==> src/rtl/mux_rr_arbiter_if.sv <==
// mux_rr_arbiter_if: two source handshakes, sink handshake and owner select
interface mux_rr_arbiter_if #(parameter int WIDTH = 8);
  logic             p_valid;
  logic [WIDTH-1:0] p;
  logic             p_ready;
  logic             q_valid;
  logic [WIDTH-1:0] q;
  logic             q_ready;
  logic             y_valid;
  logic [WIDTH-1:0] y_out;
  logic             y_ready;
  logic             sel;
  modport slave  (input p_valid, p, q_valid, q, y_ready,
                  output p_ready, q_ready, y_valid, y_out, sel);
  modport master (output p_valid, p, q_valid, q, y_ready,
                  input p_ready, q_ready, y_valid, y_out, sel);
endinterface

==> src/rtl/mux_rr_arbiter.sv <==
// mux_rr_arbiter: two-source round-robin arbiter with burst limit and registered output
module mux_rr_arbiter #(
  parameter int WIDTH     = 8,
  parameter int MAX_BURST = 4,
  parameter int CNT_W     = 4
) (
  input logic               clk,
  input logic               rst_n,
  mux_rr_arbiter_if.slave   bus
);
  logic [WIDTH-1:0] r_y;
  logic             r_y_valid;
  logic             r_sel;
  logic [CNT_W-1:0] r_cnt;
  logic             w_load;
  logic             w_xfer;
  logic             w_choice;
  logic             w_both;
  // With both requesting, the owner keeps the channel until its burst is used up
  assign w_both   = bus.p_valid && bus.q_valid;
  assign w_choice = w_both ? ((r_cnt < CNT_W'(MAX_BURST)) ? r_sel : !r_sel) : bus.q_valid;
  assign w_load   = !r_y_valid || bus.y_ready;
  assign w_xfer   = rst_n && w_load && (bus.p_valid || bus.q_valid);
  assign bus.p_ready = w_xfer && bus.p_valid && !w_choice;
  assign bus.q_ready = w_xfer && bus.q_valid && w_choice;
  assign bus.y_valid = r_y_valid;
  assign bus.y_out   = r_y;
  assign bus.sel     = r_sel;
  always_ff @(posedge clk or negedge rst_n) begin
    if (!rst_n) begin
      r_y       <= '0;
      r_y_valid <= 1'b0;
      r_sel     <= 1'b0;
      r_cnt     <= '0;
    end else if (w_xfer) begin
      r_y       <= w_choice ? bus.q : bus.p;
      r_y_valid <= 1'b1;
      if (w_choice == r_sel) begin
        r_cnt <= (r_cnt == CNT_W'(MAX_BURST)) ? r_cnt : r_cnt + 1'b1;
      end else begin
        r_sel <= w_choice;
        r_cnt <= CNT_W'(1);
      end
    end else if (bus.y_ready) begin
      r_y_valid <= 1'b0;
    end
  end
endmodule

==> src/flat_wrapper.sv <==
// flat-port wrapper written by rule: the top's interface ports become plain ports
module mux_rr_arbiter_flat 
#(
  parameter int WIDTH     = 8,
  parameter int MAX_BURST = 4,
  parameter int CNT_W     = 4
)
  (clk, rst_n, bus_p_valid, bus_p, bus_q_valid, bus_q, bus_y_ready, bus_p_ready, bus_q_ready, bus_y_valid, bus_y_out, bus_sel);
  mux_rr_arbiter_if #(.WIDTH(WIDTH)) bus_i ();
  input logic clk;
  input logic rst_n;
  input wire logic [$bits(bus_i.p_valid)-1:0] bus_p_valid;
  input wire logic [$bits(bus_i.p)-1:0] bus_p;
  input wire logic [$bits(bus_i.q_valid)-1:0] bus_q_valid;
  input wire logic [$bits(bus_i.q)-1:0] bus_q;
  input wire logic [$bits(bus_i.y_ready)-1:0] bus_y_ready;
  output wire logic [$bits(bus_i.p_ready)-1:0] bus_p_ready;
  output wire logic [$bits(bus_i.q_ready)-1:0] bus_q_ready;
  output wire logic [$bits(bus_i.y_valid)-1:0] bus_y_valid;
  output wire logic [$bits(bus_i.y_out)-1:0] bus_y_out;
  output wire logic [$bits(bus_i.sel)-1:0] bus_sel;
  assign bus_i.p_valid = bus_p_valid;
  assign bus_i.p = bus_p;
  assign bus_i.q_valid = bus_q_valid;
  assign bus_i.q = bus_q;
  assign bus_i.y_ready = bus_y_ready;
  assign bus_p_ready = bus_i.p_ready;
  assign bus_q_ready = bus_i.q_ready;
  assign bus_y_valid = bus_i.y_valid;
  assign bus_y_out = bus_i.y_out;
  assign bus_sel = bus_i.sel;
  mux_rr_arbiter #(.WIDTH(WIDTH), .MAX_BURST(MAX_BURST), .CNT_W(CNT_W)) u_core (.clk(clk), .rst_n(rst_n), .bus(bus_i));
endmodule
==> config.mk <==
export PLATFORM = sky130hd
export DESIGN_NAME = mux_rr_arbiter_flat
export DESIGN_NICKNAME = d
export VERILOG_FILES = /design/src/rtl/mux_rr_arbiter_if.sv /design/src/rtl/mux_rr_arbiter.sv /design/src/flat_wrapper.sv
export SDC_FILE = /design/constraint.sdc
export NUM_CORES = 1
export LEC_CHECK = 0
export BUFFER_PORTS_ARGS = -buffer_cell sky130_fd_sc_hd__buf_2
export CELL_PAD_IN_SITES_DETAIL_PLACEMENT = 0
export CELL_PAD_IN_SITES_GLOBAL_PLACEMENT = 1
export CORE_AREA = 2 2 52 54
export CTS_BUF_LIST = sky130_fd_sc_hd__clkbuf_2
export CTS_CLUSTER_DIAMETER = 60
export DETAILED_ROUTE_END_ITERATION = 8
export DIE_AREA = 0 0 54 56
export GPL_TIMING_DRIVEN = 0
export PLACE_DENSITY = 0.82
export SYNTH_ARGS = -nofsm -noshare
export SYNTH_HDL_FRONTEND = slang
export SYNTH_SLANG_ARGS = --single-unit
==> constraint.sdc <==
create_clock -name clk -period 2.3 [get_ports clk]
set_clock_uncertainty 0.2 [all_clocks]
set_input_delay 0.69 -clock clk [delete_from_list [all_inputs] [get_ports clk]]
set_output_delay 0.69 -clock clk [all_outputs]
set_load 0.01 [all_outputs]
* Yosys cells after proc, flatten, opt, wreduce, memory -nomap -nowiden *
Index checks and enable logic that the tools add are counted.

cells by class
  add/sub/neg operators = 1
  magnitude comparators = 1
  equal/unequal tests = 3
  mux-type cells = 7
  bitwise operators = 1
  reduce and logical (&&, ||, !) cells = 15

operators by type and width
  operator               count
  $mux W4                2
  $mux W8                1
  $logic_and A1 B1 Y1    7
  $add A4 B1 Y4 const B  1
  $eq A4 B3 Y1 const B   1
  $lt A4 B3 Y1 const B   1
  $mux W1                4
  $reduce_and A2 Y1      2
  $logic_not A1 Y1       3
  $logic_or A1 B1 Y1     2
  $ne A2 B2 Y1 const B   1
  $reduce_bool A2 Y1     1
  $eq A1 B1 Y1           1
  $not A1 Y1             1

word-level totals
  flip-flop bits (word level) = 14
  bits of input ports = 21
  output and inout bits = 12
  word-level logic and storage cells = 32

* Logic depth before layout (Yosys ltp) *
  depth in word-level cells = 6
  mapped depth = 6
  mapped depth without buffers = 6

* Worst setup path before layout *
No wires, ideal clock.

  path type = input to output
  from = input port bus_p_valid
  to = output port bus_p_ready
  arrival time = 1.559 ns
  required time = 1.410 ns
  slack = -0.149 ns
  stages = 4
  buffers on the path = 1
  cells stage by stage = or4b_1 > nand3_1 > buf_6 > and3_2

on the way
  word-level cells in the longest chain between the ends = 4
  elaborated cells on any way between the ends = 7

RTL lines
  item                                                              line                                        text
  start: declaration                                                flat_wrapper.sv:12                          input wire logic [$bits(bus_i.p_valid)-1:0] bus_p_valid;
  $logic_and A1 B1 Y1 / $logic_or A1 B1 Y1 (equally long branches)  mux_rr_arbiter.sv:20, mux_rr_arbiter.sv:23
  $mux W1 / $logic_and A1 B1 Y1 (equally long branches)             mux_rr_arbiter.sv:21, mux_rr_arbiter.sv:23
  $logic_not A1 Y1 / $logic_and A1 B1 Y1 (equally long branches)    mux_rr_arbiter.sv:24                        assign bus.p_ready = w_xfer && bus.p_valid && !w_choice;
  $logic_and A1 B1 Y1 *                                             mux_rr_arbiter.sv:24
  end: declaration                                                  flat_wrapper.sv:17                          output wire logic [$bits(bus_i.p_ready)-1:0] bus_p_ready;

Mark *: on every way between the ends. The rest lies on a longest branch, timed or not.

* Final worst setup path *
Ends and elaborated chain as after synthesis.

==> run metrics <==
antenna cells 0; Worst setup SP type input port; top cell type's share of synthesized area 46.4%; Rel. slew slack 58.0%; Post-Route WL 1.80 mm; initial core utilization 31.1%; WL met2 816 µm; nets 139; per-cell routed wire length 12.5 µm; Die Y 56 µm; Yosys top cell by area dfrtp_1; violated checks setup timing; status finished, violations left; FF-to-FF path depth 5; global-route congestion overflow total 0; post-synthesis mux area share 13.4%; Synth Warn # 0; Slew @ Worst Pin 629 ps; Num CTS Buffers 3; CP Cell Sequence buf_4 -> or4b_4 -> nand3_4 -> and3_4 -> buf_6; Synth area leaders dfrtp_1 (46%), mux2i_1 (12%), a21oi_1 (5.3%), nor2_1 (5.0%), ha_1 (3.3%); Slowest-stage cell, CP or4b_4; Distinct cells, synth 28; Post-route DRC 0; Post-Syn Area per Cell 9.94 µm²; cells after synthesis 76; Placer Congestion 0.744; Top Ports 33; first-pass GRT wire length 2.96 mm; Cell Area, Synth 756 µm²; Final Cycle Share 109%; CTS Sinks 14; CP delay by family, top simple AND/OR/NAND/NOR gates; critical path's largest stage delay 470 ps; FP Rows 18; Final Max Slew Viols 0; worst hold path class reg2reg; most frequent cells in the layout buf_2 (29), dfrtp_1 (12), nor2_1 (10); dpl hpwl 1.33 mm; CP Capture Type output port; Max IR drop VDD 0.328 mV; clock insertion delay at the later pin of the skew report 270 ps; sequential area share after synthesis 46.4%; GRT Util Overall 13.2%; post-synthesis adder-cell area fraction 3.31%; setup tns final -351 ps; CP arrival 1620 ps; Post-Synth XOR/XNOR Area 0%; synthesized flop and latch total 14; CP Max Fanout 6; R2R Setup Slk 300 ps; CTS max path bufs 2; commonest non-fill, non-tap cell in the layout buf_2; DR top layer met4; fin crit period 2510 ps; share of layout cells above drive strength 1 41.2%; worst setup path class in2out; area of the core 0.00243 mm²; wire length on met3 149 µm; count of TritonRoute iterations in the first routing pass 4; Final Worst Setup Slack -208 ps; area delta synth->final 36.8%; pin count of the biggest net entering global routing 15; via count 702; Final Setup Violations 2; Pleak 0.514 nW; CP startpoint bus_p_valid; CTS clk-pin slew, worst paths 130 ps; placed cell count 138; vias in the first global route 715; Worst Setup EP bus_p_ready; Compound-Gate Fraction of Synth Area 15.6%; max_cap viols 0; final hold violation count 0; reg2reg start u_core.r_cnt[3]; pwr/cell area 832 mW/mm²; PortBufs 32; antenna violations before repair 0; Final Core Density 42.5%; Max Freq 0.399 GHz; Required @ worst endpoint 1410 ps; RSZ-0062 raised after global routing true; total stage count of the critical path 5; DR vias/cell 4.88; final non-filler cell total 144; starting DRC count in detailed routing 3; main combinational cell family by area after synthesis simple AND/OR/NAND/NOR gates; chip width 54 µm; Met1 Wirelength 801 µm; Post-Synth Simple-Gate Area 17.2%; WP buf/inv 2; DIE AREA 0.00302 mm²; R2R Path End u_core.r_cnt[0]; Net Count, Synth 99; Routed Antenna Nets 0; htree depth 1; Root Driver clkbuf_2; TritonCTS clock tree yes
-- what timing repair did --
action | CTS | global route
pin swaps | 0 | 1
buffers inserted | 3 | 0
hold endpoints to repair | 14 | 0
hold buffers | 1 | 0
cloned | 0 | 0
endpoints found under the setup margin | 2 | 2
resized for setup | 6 | 6
-- how the worst min path moves through the flow --
stage                   startpoint                  end  cells after the start  slack [ps]
3_3_place_gp    u_core.bus.y_valid   u_core.bus.y_valid                      2         300
5_1_grt        u_core.bus.y_out[1]  u_core.bus.y_out[1]                      2         400
2_1_floorplan                rst_n       u_core.bus.sel                      0         190
3_5_place_dp    u_core.bus.y_valid   u_core.bus.y_valid                      2         320
4_1_cts         u_core.bus.y_valid   u_core.bus.y_valid                      2         350
6_report       u_core.bus.y_out[3]  u_core.bus.y_out[3]                      2         340
-- routing by layer --
layer	up-vias	GRT usage [%]
li1	350	-
met1	319	16.8
met2	28	20.7
met3	5	2.69
met4	0	6.43
met5	-	0
-- area by class of cell --
cell class	count	area [µm²]
Clock buffer	3	15.0
Tap cell	30	37.5
Fill cell	252	1400
Timing Repair Buffer	36	208
Multi-Input combinational cell	56	398
Inverter	3	11.3
Buffer	2	11.3
Sequential cell	14	353
-- synth_stat cells --
cell / count
a211oi_1: 1
a21o_1: 1
a21oi_1: 8
a31o_2: 1
a31oi_1: 2
a32o_1: 1
and3_2: 1
buf_1: 1
buf_2: 1
buf_6: 1
dfrtp_1: 14
ha_1: 2
inv_1: 3
mux2_2: 1
mux2i_1: 9
nand2_1: 3
nand2b_1: 3
nand3_1: 1
nand3b_1: 1
nor2_1: 10
nor2b_1: 2
nor3_1: 1
nor4_1: 1
o211ai_1: 1
o21ai_0: 3
o2bb2ai_1: 1
or3b_1: 1
or4b_1: 1
-- report_power, final --
part / internal (mW) / switching, mW
Sequential: 0.315 / 0.0445
Combinational: 0.187 / 0.201
Clock: 0.0356 / 0.0761
Total: 0.538 / 0.322
-- flip-flops by register name, summed over array words and instances (netlist names) --
signal,flops
u_core.bus.sel,1
u_core.bus.y_out,8
u_core.bus.y_valid,1
u_core.r_cnt,4
-- worst register-to-register path: cells and delay by family, from the launching register on --
kind | cells | cell delay, ps
AND/OR/NAND/NOR | 2 | 480
flip-flops | 1 | 420
AO/OA/AOI/OAI | 1 | 370
multiplexers | 1 | 270
buffers and inverters | 1 | 160
-- cells by family after synthesis --
| kind of cell | after synthesis |
|---|---|
| compound gates | 19 |
| buf+inv | 6 |
| flops | 14 |
| simple gates | 25 |
| mux | 10 |
| fa+ha+maj | 2 |
-- metrics by stage --
stage	hold slack [ps]	instance area (µm²)	worst slack (ps)	power, mW
after floorplan	194	759	-122	0.597
after global placement	300	957	-468	0.697
after detailed placement	317	957	-522	0.714
after CTS	352	1020	-271	0.867
after global routing	400	1030	-261	0.938
final	344	1030	-208	0.860
Power figures use the tool's default switching activity.
